[config.mk]
export PLATFORM = sky130hd
export DESIGN_NAME = cache_mem_arbiter_flat
export DESIGN_NICKNAME = d
export VERILOG_FILES = /design/src/rtl/cache_mem_arbiter_if.sv /design/src/rtl/cache_mem_arbiter.sv /design/src/flat_wrapper.sv
export SDC_FILE = /design/constraint.sdc
export NUM_CORES = 1
export LEC_CHECK = 0
export ABC_CLOCK_PERIOD_IN_PS = 5640
export BUFFER_PORTS_ARGS = -buffer_cell sky130_fd_sc_hd__buf_2
export CAP_MARGIN = 25
export CORE_MARGIN = 2
export CORE_UTILIZATION = 34
export CTS_CLUSTER_DIAMETER = 150
export CTS_CLUSTER_SIZE = 20
export DETAILED_ROUTE_END_ITERATION = 6
export PLACE_DENSITY_LB_ADDON = 0.12
export SYNTH_ARGS = -nofsm -noshare
export SYNTH_HDL_FRONTEND = slang
export SYNTH_SLANG_ARGS = --single-unit
export TNS_END_PERCENT = 1
[constraint.sdc]
create_clock -name clk -period 5.64 [get_ports clk]
set_input_delay 1.128 -clock clk [delete_from_list [all_inputs] [get_ports clk]]
set_output_delay 1.128 -clock clk [all_outputs]
set_load 0.02 [all_outputs]
[src/rtl/cache_mem_arbiter_if.sv]
// Request/grant/done bundle between the two caches, the shared burst engine
// and cache_mem_arbiter. The arbiter takes the slave view.
interface cache_mem_arbiter_if #(
  parameter int ADDR_W = 32
) ();
  logic              ic_req_i;
  logic [ADDR_W-1:0] ic_addr_i;
  logic              ic_gnt_o;
  logic              ic_done_o;

  logic              dc_rreq_i;
  logic [ADDR_W-1:0] dc_raddr_i;
  logic              dc_rgnt_o;
  logic              dc_rdone_o;

  logic              dc_wreq_i;
  logic [ADDR_W-1:0] dc_waddr_i;
  logic              dc_wgnt_o;
  logic              dc_wdone_o;

  logic              mem_rreq_o;
  logic [ADDR_W-1:0] mem_raddr_o;
  logic              mem_rid_o;
  logic              mem_rdone_i;

  logic              mem_wreq_o;
  logic [ADDR_W-1:0] mem_waddr_o;
  logic              mem_wdone_i;

  modport slave (
    input  ic_req_i, ic_addr_i, dc_rreq_i, dc_raddr_i, dc_wreq_i, dc_waddr_i,
           mem_rdone_i, mem_wdone_i,
    output ic_gnt_o, ic_done_o, dc_rgnt_o, dc_rdone_o, dc_wgnt_o, dc_wdone_o,
           mem_rreq_o, mem_raddr_o, mem_rid_o, mem_wreq_o, mem_waddr_o
  );

  modport master (
    output ic_req_i, ic_addr_i, dc_rreq_i, dc_raddr_i, dc_wreq_i, dc_waddr_i,
           mem_rdone_i, mem_wdone_i,
    input  ic_gnt_o, ic_done_o, dc_rgnt_o, dc_rdone_o, dc_wgnt_o, dc_wdone_o,
           mem_rreq_o, mem_raddr_o, mem_rid_o, mem_wreq_o, mem_waddr_o
  );
endinterface

[src/rtl/cache_mem_arbiter.sv]
// Shares one 8-beat burst engine (one read, one write channel) between ICache
// refills, DCache refills and DCache writebacks.
//   state  | meaning
//   R_IDLE | read channel free, arbitrating
//   R_IC   | ICache refill burst in flight
//   R_DC   | DCache refill burst in flight
//   W_IDLE | write channel free
//   W_BUSY | DCache writeback burst in flight
module cache_mem_arbiter #(
  parameter int ADDR_W     = 32,
  parameter int LINE_OFF   = 5,
  parameter int STARVE_MAX = 4
) (
  input  logic                clk,
  input  logic                rst,
  cache_mem_arbiter_if.slave  bus
);

  localparam int SC_W = $clog2(STARVE_MAX + 1);

  typedef enum logic [1:0] {R_IDLE, R_IC, R_DC} r_state_t;
  typedef enum logic       {W_IDLE, W_BUSY}     w_state_t;

  r_state_t          r_state, r_next;
  w_state_t          w_state, w_next;
  logic [SC_W-1:0]   starve_cnt;

  logic              ic_live, dc_live, w_grant, wl_valid;
  logic              ic_ok, dc_ok, starve_hit;
  logic              ic_grant, dc_grant;
  logic [ADDR_W-1:0] wl;

  function automatic logic [ADDR_W-1:0] line_of(input logic [ADDR_W-1:0] a);
    return {a[ADDR_W-1:LINE_OFF], {LINE_OFF{1'b0}}};
  endfunction

  // A requester is deaf in its own done cycle so a still-high req is not regranted.
  always_comb begin
    ic_live    = bus.ic_req_i  & ~bus.ic_done_o;
    dc_live    = bus.dc_rreq_i & ~bus.dc_rdone_o;
    w_grant    = (w_state == W_IDLE) & bus.dc_wreq_i & ~bus.dc_wdone_o;
    wl_valid   = (w_state == W_BUSY) | w_grant;
    wl         = (w_state == W_BUSY) ? bus.mem_waddr_o : line_of(bus.dc_waddr_i);
    ic_ok      = ic_live & ~(wl_valid & (line_of(bus.ic_addr_i)  == wl));
    dc_ok      = dc_live & ~(wl_valid & (line_of(bus.dc_raddr_i) == wl));
    starve_hit = (starve_cnt == SC_W'(STARVE_MAX));
  end

  always_comb begin
    r_next   = r_state;
    ic_grant = 1'b0;
    dc_grant = 1'b0;
    unique case (r_state)
      R_IDLE: begin
        if (dc_ok && !(starve_hit && ic_ok)) begin
          dc_grant = 1'b1;
          r_next   = R_DC;
        end else if (ic_ok) begin
          ic_grant = 1'b1;
          r_next   = R_IC;
        end
      end
      R_IC, R_DC: begin
        if (bus.mem_rdone_i) r_next = R_IDLE;
      end
      default: r_next = R_IDLE;
    endcase
  end

  always_comb begin
    w_next = w_state;
    unique case (w_state)
      W_IDLE: if (w_grant) w_next = W_BUSY;
      W_BUSY: if (bus.mem_wdone_i) w_next = W_IDLE;
    endcase
  end

  always_ff @(posedge clk) begin
    if (rst) begin
      r_state         <= R_IDLE;
      w_state         <= W_IDLE;
      starve_cnt      <= '0;
      bus.ic_gnt_o    <= 1'b0;
      bus.ic_done_o   <= 1'b0;
      bus.dc_rgnt_o   <= 1'b0;
      bus.dc_rdone_o  <= 1'b0;
      bus.dc_wgnt_o   <= 1'b0;
      bus.dc_wdone_o  <= 1'b0;
      bus.mem_raddr_o <= '0;
      bus.mem_rid_o   <= 1'b0;
      bus.mem_waddr_o <= '0;
    end else begin
      r_state        <= r_next;
      w_state        <= w_next;
      bus.ic_gnt_o   <= ic_grant;
      bus.dc_rgnt_o  <= dc_grant;
      bus.dc_wgnt_o  <= w_grant;
      bus.ic_done_o  <= (r_state == R_IC) & bus.mem_rdone_i;
      bus.dc_rdone_o <= (r_state == R_DC) & bus.mem_rdone_i;
      bus.dc_wdone_o <= (w_state == W_BUSY) & bus.mem_wdone_i;

      if (ic_grant) begin
        bus.mem_raddr_o <= line_of(bus.ic_addr_i);
        bus.mem_rid_o   <= 1'b0;
      end else if (dc_grant) begin
        bus.mem_raddr_o <= line_of(bus.dc_raddr_i);
        bus.mem_rid_o   <= 1'b1;
      end

      if (w_grant) bus.mem_waddr_o <= line_of(bus.dc_waddr_i);

      if (!bus.ic_req_i || ic_grant)    starve_cnt <= '0;
      else if (dc_grant && !starve_hit) starve_cnt <= starve_cnt + SC_W'(1);
    end
  end

  assign bus.mem_rreq_o = (r_state != R_IDLE);
  assign bus.mem_wreq_o = (w_state == W_BUSY);

endmodule

[src/flat_wrapper.sv]
// flat-port wrapper written by rule: the top's interface ports become plain ports
module cache_mem_arbiter_flat 
#(
  parameter int ADDR_W     = 32,
  parameter int LINE_OFF   = 5,
  parameter int STARVE_MAX = 4
)
  (clk, rst, bus_ic_req_i, bus_ic_addr_i, bus_dc_rreq_i, bus_dc_raddr_i, bus_dc_wreq_i, bus_dc_waddr_i, bus_mem_rdone_i, bus_mem_wdone_i, bus_ic_gnt_o, bus_ic_done_o, bus_dc_rgnt_o, bus_dc_rdone_o, bus_dc_wgnt_o, bus_dc_wdone_o, bus_mem_rreq_o, bus_mem_raddr_o, bus_mem_rid_o, bus_mem_wreq_o, bus_mem_waddr_o);
  cache_mem_arbiter_if #(.ADDR_W(ADDR_W)) bus_i ();
  input  logic clk;
  input  logic rst;
  input wire logic [$bits(bus_i.ic_req_i)-1:0] bus_ic_req_i;
  input wire logic [$bits(bus_i.ic_addr_i)-1:0] bus_ic_addr_i;
  input wire logic [$bits(bus_i.dc_rreq_i)-1:0] bus_dc_rreq_i;
  input wire logic [$bits(bus_i.dc_raddr_i)-1:0] bus_dc_raddr_i;
  input wire logic [$bits(bus_i.dc_wreq_i)-1:0] bus_dc_wreq_i;
  input wire logic [$bits(bus_i.dc_waddr_i)-1:0] bus_dc_waddr_i;
  input wire logic [$bits(bus_i.mem_rdone_i)-1:0] bus_mem_rdone_i;
  input wire logic [$bits(bus_i.mem_wdone_i)-1:0] bus_mem_wdone_i;
  output wire logic [$bits(bus_i.ic_gnt_o)-1:0] bus_ic_gnt_o;
  output wire logic [$bits(bus_i.ic_done_o)-1:0] bus_ic_done_o;
  output wire logic [$bits(bus_i.dc_rgnt_o)-1:0] bus_dc_rgnt_o;
  output wire logic [$bits(bus_i.dc_rdone_o)-1:0] bus_dc_rdone_o;
  output wire logic [$bits(bus_i.dc_wgnt_o)-1:0] bus_dc_wgnt_o;
  output wire logic [$bits(bus_i.dc_wdone_o)-1:0] bus_dc_wdone_o;
  output wire logic [$bits(bus_i.mem_rreq_o)-1:0] bus_mem_rreq_o;
  output wire logic [$bits(bus_i.mem_raddr_o)-1:0] bus_mem_raddr_o;
  output wire logic [$bits(bus_i.mem_rid_o)-1:0] bus_mem_rid_o;
  output wire logic [$bits(bus_i.mem_wreq_o)-1:0] bus_mem_wreq_o;
  output wire logic [$bits(bus_i.mem_waddr_o)-1:0] bus_mem_waddr_o;
  assign bus_i.ic_req_i = bus_ic_req_i;
  assign bus_i.ic_addr_i = bus_ic_addr_i;
  assign bus_i.dc_rreq_i = bus_dc_rreq_i;
  assign bus_i.dc_raddr_i = bus_dc_raddr_i;
  assign bus_i.dc_wreq_i = bus_dc_wreq_i;
  assign bus_i.dc_waddr_i = bus_dc_waddr_i;
  assign bus_i.mem_rdone_i = bus_mem_rdone_i;
  assign bus_i.mem_wdone_i = bus_mem_wdone_i;
  assign bus_ic_gnt_o = bus_i.ic_gnt_o;
  assign bus_ic_done_o = bus_i.ic_done_o;
  assign bus_dc_rgnt_o = bus_i.dc_rgnt_o;
  assign bus_dc_rdone_o = bus_i.dc_rdone_o;
  assign bus_dc_wgnt_o = bus_i.dc_wgnt_o;
  assign bus_dc_wdone_o = bus_i.dc_wdone_o;
  assign bus_mem_rreq_o = bus_i.mem_rreq_o;
  assign bus_mem_raddr_o = bus_i.mem_raddr_o;
  assign bus_mem_rid_o = bus_i.mem_rid_o;
  assign bus_mem_wreq_o = bus_i.mem_wreq_o;
  assign bus_mem_waddr_o = bus_i.mem_waddr_o;
  cache_mem_arbiter #(.ADDR_W(ADDR_W), .LINE_OFF(LINE_OFF), .STARVE_MAX(STARVE_MAX)) u_core (.clk(clk), .rst(rst), .bus(bus_i));
endmodule
======== Yosys cells after proc, flatten, opt, wreduce, memory -nomap -nowiden ========
Index checks and enable logic that the tools add are counted.
W data, S select, Z words.
cells by class
  bitwise operators ....................... 18
  reductions and logical operators ........ 14
  eq/ne operators ......................... 7
  $add $sub $neg .......................... 1
  mux-type cells .......................... 15
operators by type and width
  operator               number
  $mux W32               3
  $eq A32 B32 Y1         2
  $and A1 B1 Y1          11
  $mux W1                7
  $mux W2                3
  $not A1 Y1             6
  $reduce_or A2 Y1       3
  $pmux W2 S2            1
  $reduce_bool A2 Y1     2
  $add A3 B1 Y3 const B  1
  $eq A3 B3 Y1 const B   1
  $logic_and A1 B1 Y1    3
  $logic_not A1 Y1       3
  $ne A3 B1 Y1 const B   1
  $eq A2 B1 Y1 const B   1
  $eq A2 B2 Y1 const B   1
  $logic_not A2 Y1       1
  $ne A2 B2 Y1 const B   1
  $pmux W1 S2            1
  $reduce_and A2 Y1      1
  $logic_or A1 B1 Y1     1
  $or A1 B1 Y1           1
word-level totals
  word-level logic and storage cells ...... 67
  output and inout port bits .............. 73
  input bits .............................. 103
  register bits after elaboration ......... 67

======== Longest topological paths before layout ========
Gate-level depths: netlist (run 1).
  depth after elaboration ................. 14
  mapped depth ............................ 12
  gate-level depth less buffers ........... 7

======== Least setup slack after synthesis (run 1) ========
Ideal clock, no wire load.
  path kind ............................... input port to flip-flop
  from .................................... input bus_dc_waddr_i[17]
  to ...................................... register u_core.bus.mem_raddr_o[12] (netlist bit)
  setup time .............................. 122 ps
  arrival ................................. 2870 ps
  required time ........................... 5518 ps
  stages on the path ...................... 8
  path slack .............................. 2649 ps
  path through ............................ xor2_1 a2111o_1 o31ai_1 nand4_1 o21a_1 o211a_2 buf_6 a221o_1
on the way
  word-level cells in the longest chain between the ends .. 11
  elaborated cells on any way between the ends .. 19
  classes of those cells .................. eq/ne (2); mux (7); bitwise (6); reduce/logical (4)
ends and longest elaborated chain
  element                                         line                        text
  from (decl)                                     flat_wrapper.sv:17          input wire logic [$bits(bus_i.dc_waddr_i)-1:0] bus_dc_waddr_i;
  $mux W32 (*)                                    cache_mem_arbiter.sv:43     wl = (w_state == W_BUSY) ? bus.mem_waddr_o : line_of(bus.dc_waddr_i);
  $eq A32 B32 Y1                                  cache_mem_arbiter.sv:44     ic_ok = ic_live & ~(wl_valid & (line_of(bus.ic_addr_i) == wl));
  $and A1 B1 Y1                                   cache_mem_arbiter.sv:44
  $not A1 Y1                                      cache_mem_arbiter.sv:44
  $and A1 B1 Y1                                   cache_mem_arbiter.sv:44
  $logic_and A1 B1 Y1                             cache_mem_arbiter.sv:55     if (dc_ok && !(starve_hit && ic_ok)) begin
  $logic_not A1 Y1                                cache_mem_arbiter.sv:55
  $logic_and A1 B1 Y1                             cache_mem_arbiter.sv:55
  $mux W1                                         cache_mem_arbiter.sv:55
  $mux W1                                         cache_mem_arbiter.sv:53     unique case (r_state)
  $mux W32 or $reduce_bool A2 Y1 (tied branches)  n/a
  to (signal assigned)                            cache_mem_arbiter.sv:103    bus.mem_raddr_o <= line_of(bus.ic_addr_i);
  to (signal assigned)                            cache_mem_arbiter.sv:106    bus.mem_raddr_o <= line_of(bus.dc_raddr_i);
  to (decl)                                       cache_mem_arbiter_if.sv:34  mem_rreq_o, mem_raddr_o, mem_rid_o, mem_wreq_o, mem_waddr_o
Every way passes the cells marked *; elsewhere a longest branch is shown, timed or not.
A chain may end at the register's enable or synchronous reset.

======== Final worst setup path (run 1) ========
  from .................................... register u_core.w_state (netlist: u_core.bus.mem_wreq_o)
  to ...................................... register u_core.bus.mem_raddr_o[19] (netlist bit)
on the way
  word-level cells in the longest chain between the ends .. 13
  elaborated cells on any way between the ends .. 23
  classes of those cells .................. eq/ne (2); mux (7); bitwise (10); reduce/logical (4)
ends and longest elaborated chain
  element                                            line                     text
  from (decl)                                        cache_mem_arbiter.sv:25  w_state_t w_state, w_next;
  from (signal assigned)                             cache_mem_arbiter.sv:94  w_state <= w_next;
  branches (longest 13 deep; another with $mux W32)  n/a
Parallel ways; which one is timed is not known.

==> results of run 1 <==
## path summary, 6_finish.rpt
check,startpoint,endpoint,slack [ps],depth (start not counted)
max,u_core.bus.mem_wreq_o,u_core.bus.mem_raddr_o[19],1130,8
max reg2reg,u_core.bus.mem_wreq_o,u_core.bus.mem_raddr_o[19],1130,8
min reg2reg,u_core.bus.mem_waddr_o[9],u_core.bus.mem_waddr_o[9],470,2
min,u_core.bus.mem_waddr_o[9],u_core.bus.mem_waddr_o[9],470,2
## cell usage in the layout, fill, tap and decap left out, types with 5 or more instances in the layout
cell type,Yosys,routed
dfxtp_1,67,66
mux2i_1,17,17
ha_1,5,5
xnor2_1,51,51
mux2i_2,8,8
nand2_1,88,88
a21oi_1,31,31
nor4_1,12,12
inv_1,13,13
clkbuf_16,0,9
a221o_1,27,27
nor3_1,29,28
buf_2,6,150
nand4_1,5,5
nor2_1,6,5
buf_4,11,5
conb_1,1,10
## report_power, final
group / switching, W / leakage, nW / internal, W / total [W]
Clock: 0.000213 / 0.159 / 0.000411 / 0.000624
Combinational: 0.000246 / 1.47 / 0.000157 / 0.000403
Sequential: 0.0000346 / 0.551 / 0.000518 / 0.000552
Total: 0.000494 / 2.18 / 0.00109 / 0.00158
## kinds of logic after synthesis
kind of cell    synth area share
compound gates             0.174
xor+xnor                   0.125
fa+ha+maj                 0.0162
buf+inv                   0.0788
flops                      0.348
mux                       0.0785
other cells             0.000972
simple gates               0.179
## sequential cells by signal, indices dropped and copies added, names as in the netlist, 2 cells and up
register / cells
u_core.bus.mem_raddr_o: 27
u_core.bus.mem_waddr_o: 27
u_core.r_state: 2
u_core.starve_cnt: 3
## layer usage
| metal | global-route usage | vias to the layer above | routed length, um |
|---|---|---|---|
| li1 | - | 1830 | - |
| met1 | 0.271 | 1729 | 5690 |
| met2 | 0.351 | 119 | 6240 |
| met3 | 0.0538 | 15 | 855 |
| met4 | 0.0633 | 2 | 171 |
| met5 | 0 | - | 13 |
## tightest hold or removal path, delay by kind of cell, from the launching register on
family           cells  cell delay, ps
AO/OA/AOI/OAI        1              50
flip-flops           1             310
AND/OR/NAND/NOR      1              50
## area by class of cell
class / count / area share
multi-input combinational: 336 / 0.455
sequential: 67 / 0.271
timing repair buffer: 156 / 0.162
clock buffer: 12 / 0.0518
tap: 140 / 0.0354
clock inverter: 4 / 0.0147
inverter: 13 / 0.00985
## metrics by stage
step                      instance area [um2]  total power, W
after floorplan                          3890        0.000827
after global placement                   4610        0.000961
after detailed placement                 4610        0.000966
after CTS                                4940         0.00159
after global routing                     4950         0.00165
final                                    4950         0.00158
==> impl_metrics.yaml, run 1 <==
sta:
  maxSlewViolCount: 0
  worst_slew_pin_slew_ps: 1040
  fin_ws_ps: 1130
  hold_slack_ps: 467
  max_freq_ghz: 0.222
  final.setup.tns_ps: 0
  relSlewSlack: 0.308
  fin_crit_ps: 4510
  finalCritPeriodShare: 0.799
  hold_violations: 0
  finClkSkew_ps: 6.23
  rsz0062_at_grt: "no"
  setup_viol: 0
grt:
  grt-ovfl-total: 0
  grt_pass1_wl_um: 20200
  grt_pass1_vias: 3637
  grt_max_degree: 34
  track_usage: 0.211
  antenna_found_initial: 1
floorplanning:
  dieWidth_um: 111
  ios: 176
  die_y_um: 111
  start_util: 0.353
  row_count: 38
  core_area_um2: 10900
  die_area_um2: 12200
synth:
  synth_seq_area_share: 0.348
  synth_area_um2: 3860
  yosys.area.top_type: "dfxtp_1"
  avgSynthCellArea_um2: 8.65
  yosys_warnings: 0
  synth.distinct_cells: 46
  synth_ff_type: "dfxtp_1"
  synth-edff-count: 0
  synthCells: 446
  synthTopCellsByArea: "dfxtp_1 (35%), xnor2_1 (12%), nand2_1 (8.6%)"
  synthArstFlopShare: 0
  synthTopCellsByCount: "nand2_1 (88), dfxtp_1 (67), xnor2_1 (51)"
  synth_seq_cells: 67
  netlist.area_leader.share: 0.348
  synth_most_common_cell: "nand2_1"
clock_tree:
  clk_root_buffer_cell: "clkbuf_16"
  cts_hold_buf: 0
  postCtsSetupRepairBufs: 0
  cts_tree: "yes"
  clock_sinks: 67
  cts_max_level: 3
  clockBufferDepth: 2
  cts_buffers: 9
  cts-resized-gates: 0
  clk_pin_slew_worst_paths_ps: 60
  clkLatencyLatePin_ps: 330
drt:
  drt_iter0_markers: 199
  drc: 0
  dr_total_vias: 3695
  drtAntennaViolNets: 0
  wl_per_cell_um: 17.8
  wirelength_um: 13000
  via_per_inst: 5.08
  drtPass1Iterations: 4
final_layout:
  fin_util: 0.453
  fill_cells: 1123
  antenna_cells: 0
  layout.nets: 691
  multi_input_area_um2: 2250
  drive_above_1_share: 0.320
  area_growth_pct: 28.4
  fin_cells: 728
  register_area_um2: 1340
setup_path:
  endpoint_kind: "flip-flop"
  worstSetupPathType: "flip-flop to flip-flop"
  crit_path_cell_trace: "buf_4 > mux2i_2 > xnor2_1 > nor4_1 > nand4_1 > o311ai_4 > o211a_1 > a221o_1"
  critPathMaxFanout: 33
  required_ps: 5910
  critPathLaunchType: "flip-flop"
  crit_family: "compound AO/OA/AOI/OAI gates"
  critPathMaxStageDelay_ps: 930
  crit_buf_inv: 1
  arrival_ps: 4780
  slowest_stage: "o211a_1"
place:
  place_congestion: 0.820
  place_ws_ps: 1140
  dp.cells: 711
  port-buffer-count: 150
  dp_hpwl_um: 9630
power_and_ir_drop:
  p_per_area_nw_per_um2: 319
  ir_drop_mv: 0.139
  p_leak_nw: 2.18
hold_path:
  min_path_type: "flip-flop to flip-flop"
outcome:
  status: "complete, no violations"
job:
  drv_cap: 0
(Power assumes the default switching activity.)
==> run 2, diff against run 1 <==
ABC_CLOCK_PERIOD_IN_PS = 4000   (was 5640)
clock period = 4 ns   (was 5.64 ns; I/O delays follow)
==> impl_metrics.yaml, run 2 (same netlist as run 1, synthesis figures left out) <==
drt:
  drt_iter0_markers: 177
  wl_per_cell_um: 18.0
  drtPass1Iterations: 4
  wirelength_um: 13200
  drc: 0
  via_per_inst: 5.20
  drtAntennaViolNets: 0
  dr_total_vias: 3824
clock_tree:
  clockBufferDepth: 2
  clock_sinks: 67
  cts_tree: "yes"
  cts-resized-gates: 0
  cts_max_level: 3
  postCtsSetupRepairBufs: 0
  clk_pin_slew_worst_paths_ps: 60
  cts_buffers: 9
  cts_hold_buf: 0
  clk_root_buffer_cell: "clkbuf_16"
  clkLatencyLatePin_ps: 340
sta:
  final.setup.tns_ps: 0
  max_freq_ghz: 0.290
  finalCritPeriodShare: 0.863
  fin_crit_ps: 3450
  finClkSkew_ps: 12.4
  maxSlewViolCount: 0
  setup_viol: 0
  fin_ws_ps: 546
  relSlewSlack: 0.515
  hold_slack_ps: 470
  rsz0062_at_grt: "no"
  hold_violations: 0
  worst_slew_pin_slew_ps: 727
setup_path:
  critPathLaunchType: "flip-flop"
  endpoint_kind: "flip-flop"
  required_ps: 4270
  rr_worst_depth: 9
  reg2reg_from: "u_core.bus.mem_wreq_o"
  critPathMaxStageDelay_ps: 790
  arrival_ps: 3720
  slowest_stage: "dfxtp_2"
  worstSetupPathType: "flip-flop to flip-flop"
  crit_path_cell_trace: "buf_4 > mux2i_2 > xnor2_1 > nor4_1 > nand4_1 > o311ai_4 > o211a_1 > buf_12 > a221o_1"
  r2r_slack_ps: 550
  critPathMaxFanout: 24
  r2r-end: "u_core.bus.mem_raddr_o[28]"
grt:
  track_usage: 0.209
  grt-ovfl-total: 0
  grt_pass1_wl_um: 20100
  antenna_found_initial: 0
  grt_max_degree: 30
  grt_pass1_vias: 3701
hold_path:
  min_path_type: "flip-flop to flip-flop"
  hold_path_depth: 2
  hold_start: "u_core.bus.mem_waddr_o[13]"
  hold_end: "u_core.bus.mem_waddr_o[13]"
final_layout:
  drive_above_1_share: 0.331
  largest_registers: "u_core.bus.mem_raddr_o: 27 flops, u_core.bus.mem_waddr_o: 27 flops, u_core.starve_cnt: 3 flops"
  antenna_cells: 0
  fin_area_um2: 5000
  area_growth_pct: 29.6
  fin_cells: 736
  layout_commonest_cell: "buf_2"
  fill_cells: 1136
  layout_common_cells: "buf_2 (150), nand2_1 (88), dfxtp_1 (66)"
  layout.nets: 699
power_and_ir_drop:
  pwr-share-comb: 0.266
  p_per_area_nw_per_um2: 439
  p_sw_frac: 0.332
  ir_drop_mv: 0.181
  p_sw_w: 0.000729
  p_leak_nw: 2.21
  clkPwrFrac: 0.380
  pwr-share-seq: 0.354
  internal_power_w: 0.00147
place:
  place_ws_ps: 565
  place_congestion: 0.864
  dp_hpwl_um: 10100
  dp.cells: 720
  placed_cell_area_um2: 4690
  port-buffer-count: 150
floorplanning:
  core_area_um2: 10900
  row_count: 38
  die_y_um: 111
  start_util: 0.353
  dieWidth_um: 111
  die_area_um2: 12200
  ios: 176
job:
  drv_cap: 0
outcome:
  status: "complete, no violations"
run 2: per-stage QoR:
step                total power (W)   util
floorplan                   0.00117      -
global placement            0.00137  0.429
detailed placement          0.00138  0.429
CTS                         0.00221  0.457
global route                0.00229  0.457
finish                      0.00220  0.457
run 2: layout make-up:
class                           instances  area [um2]  share of cell area
Sequential cell                        67        1340               0.269
Inverter                               13        48.8             0.00976
Clock inverter                          6        71.3              0.0143
Multi-Input combinational cell        336        2250               0.451
Clock buffer                           10         239              0.0478
Tap cell                              140         175              0.0350
Timing Repair Buffer                  164         868               0.174
run 2: how the worst max path moves through the flow:
stage                          start                         end  slack (ps)
2_1_floorplan     bus_dc_waddr_i[17]  u_core.bus.mem_raddr_o[12]        1340
3_3_place_gp   u_core.bus.mem_wreq_o  u_core.bus.mem_raddr_o[26]         610
3_5_place_dp   u_core.bus.mem_wreq_o  u_core.bus.mem_raddr_o[16]         560
4_1_cts        u_core.bus.mem_wreq_o  u_core.bus.mem_raddr_o[28]         540
5_1_grt        u_core.bus.mem_wreq_o  u_core.bus.mem_raddr_o[23]         290
6_report       u_core.bus.mem_wreq_o  u_core.bus.mem_raddr_o[28]         550
run 2: critical path: cells and delay by family, from the launching register on:
family	cells	cell delay, ps
AOI/OAI and AO/OA	3	940
muxes	1	280
and+or+nand+nor	2	750
xor gates and xnor gates	1	100
DFF	1	790
buffers and inverters	2	500
run 2: power by group through the flow:
stage	Combinational [W]	Sequential [W]	Clock, W
6_report	0.000584	0.000779	0.000834
5_1_grt	0.000629	0.000787	0.000872
4_1_cts	0.000586	0.000779	0.000848
3_5_place_dp	0.000585	0.000793	0
3_3_place_gp	0.000579	0.000791	0
2_1_floorplan	0.000316	0.000851	0
run 2: routing by layer:
metal | vias up | global-route usage | routed length [um]
met2 | 130 | 0.351 | 6210
li1 | 1849 | - | -
met3 | 19 | 0.0510 | 764
met5 | - | 0 | 0
met1 | 1826 | 0.265 | 5980
met4 | 0 | 0.0667 | 270
==> run 3, diff against run 2 <==
CELL_PAD_IN_SITES_DETAIL_PLACEMENT = 0   (was default)
CELL_PAD_IN_SITES_GLOBAL_PLACEMENT = 1   (was default)
CORE_MARGIN = default   (was 2)
CORE_UTILIZATION = 30   (was 34)
==> impl_metrics.yaml, run 3 (same netlist as run 1, synthesis figures left out) <==
drt:
  drtPass1Iterations: 4
  dr_total_vias: 3745
  drc: 0
  drtAntennaViolNets: 0
  wirelength_um: 13700
  drt_iter0_markers: 208
  wl_per_cell_um: 17.9
  via_per_inst: 4.88
clock_tree:
  cts_tree: "yes"
  cts_buffers: 9
  clockBufferDepth: 2
  cts_hold_buf: 0
  clock_sinks: 67
  clkLatencyLatePin_ps: 340
  clk_pin_slew_worst_paths_ps: 50
  cts_max_level: 3
  clk_root_buffer_cell: "clkbuf_16"
  cts-resized-gates: 0
  postCtsSetupRepairBufs: 0
final_layout:
  layout.nets: 698
  layout_commonest_cell: "buf_2"
  layout_common_cells: "buf_2 (150), nand2_1 (88), dfxtp_1 (66)"
  drive_above_1_share: 0.323
  area_growth_pct: 30.3
  fin_util: 0.400
  fill_cells: 1345
  fin_area_um2: 5030
  largest_registers: "u_core.bus.mem_raddr_o: 27 flops, u_core.bus.mem_waddr_o: 27 flops, u_core.starve_cnt: 3 flops"
sta:
  finClkSkew_ps: 7.28
  rsz0062_at_grt: "no"
  final.setup.tns_ps: 0
  worst_slew_pin_slew_ps: 873
  finalCritPeriodShare: 0.839
  relSlewSlack: 0.415
  fin_crit_ps: 3360
  setup_viol: 0
  maxSlewViolCount: 0
  max_freq_ghz: 0.298
  hold_slack_ps: 468
  hold_violations: 0
setup_path:
  rr_worst_depth: 9
  worstSetupPathType: "flip-flop to flip-flop"
  arrival_ps: 3580
  critPathMaxFanout: 19
  required_ps: 4220
  endpoint_kind: "flip-flop"
  r2r_slack_ps: 640
  r2r-end: "u_core.bus.mem_raddr_o[19]"
  reg2reg_from: "u_core.bus.mem_wreq_o"
  critPathLaunchType: "flip-flop"
power_and_ir_drop:
  p_sw_w: 0.000704
  p_sw_frac: 0.325
  clkPwrFrac: 0.369
  p_per_area_nw_per_um2: 431
  ir_drop_mv: 0.302
  pwr-share-seq: 0.360
  internal_power_w: 0.00146
  pwr-share-comb: 0.272
  p_leak_nw: 2.20
floorplanning:
  core_area_um2: 12600
  die_area_um2: 13300
  dieWidth_um: 115
  ios: 176
  row_count: 41
  die_y_um: 115
  start_util: 0.307
grt:
  grt_pass1_wl_um: 21200
  grt_max_degree: 33
  antenna_found_initial: 1
  track_usage: 0.218
  grt_pass1_vias: 3724
  grt-ovfl-total: 0
hold_path:
  hold_end: "u_core.bus.mem_waddr_o[21]"
  hold_start: "u_core.bus.mem_waddr_o[21]"
  hold_path_depth: 2
  min_path_type: "flip-flop to flip-flop"
place:
  dp_hpwl_um: 10300
  placed_cell_area_um2: 4730
  place_congestion: 0.742
  port-buffer-count: 150
job:
  drv_cap: 0
outcome:
  status: "complete, no violations"
==> run 3: cell types whose count changed in the layout (fill, tap and decap cells not counted) <==
cell and delta:
clkinv_2 +1, diode_2 +1, buf_12 +1, inv_6 -3, clkbuf_1 +4, clkinvlp_4 -2
buf_4 -2
==> run 3: power groups by stage <==
stage	Combinational (W)	Sequential, W	Clock [W]
2_1_floorplan	0.000316	0.000851	0
3_3_place_gp	0.000589	0.000792	0
3_5_place_dp	0.000592	0.000793	0
4_1_cts	0.000595	0.000780	0.000829
5_1_grt	0.000644	0.000787	0.000848
6_report	0.000589	0.000779	0.000799
==> run 3: worst max path at each step <==
| stage | slack [ps] | to | from |
|---|---|---|---|
| global placement | 660 | u_core.bus.mem_raddr_o[24] | u_core.bus.mem_wreq_o |
| finish | 640 | u_core.bus.mem_raddr_o[19] | u_core.bus.mem_wreq_o |
| CTS | 630 | u_core.bus.mem_raddr_o[24] | u_core.bus.mem_wreq_o |
| global route | 430 | u_core.bus.mem_raddr_o[19] | u_core.bus.mem_wreq_o |
| floorplan | 1340 | u_core.bus.mem_raddr_o[12] | bus_dc_waddr_i[17] |
| detailed placement | 650 | u_core.bus.mem_raddr_o[15] | u_core.bus.mem_wreq_o |
==> run 3: critical path, cell delays in order, from the launching register on <==
cell,delay (ps)
dfxtp_2,720
buf_4,320
mux2i_1,280
xnor2_1,120
nor4_1,430
nand4_1,220
o21a_1,310
o211a_2,250
buf_12,200
a221o_1,350
==> run 3: through the flow <==
stage | setup slack [ps] | std cells | power (W)
global route | 429 | 767 | 0.00228
floorplan | 1340 | 455 | 0.00117
CTS | 631 | 767 | 0.00220
detailed placement | 653 | 751 | 0.00139
finish | 643 | 768 | 0.00217
global placement | 659 | 751 | 0.00138
==> run 3: cell type report <==
type,instances,area [um2],share of cell area
timing repair buffer,163,873,0.174
inverter,13,48.8,0.00971
clock buffer,14,254,0.0505
antenna,1,2.50,0.000498
tap,172,215,0.0428
multi-input combinational,336,2250,0.449
sequential,67,1340,0.267
clock inverter,2,35.0,0.00697
==> run 3: metal layers <==
| layer | track usage | routed length (um) |
|---|---|---|
| met1 | 0.279 | 6240 |
| met2 | 0.356 | 6470 |
| met3 | 0.0669 | 865 |
| met4 | 0.0528 | 145 |
| met5 | 0 | 18 |
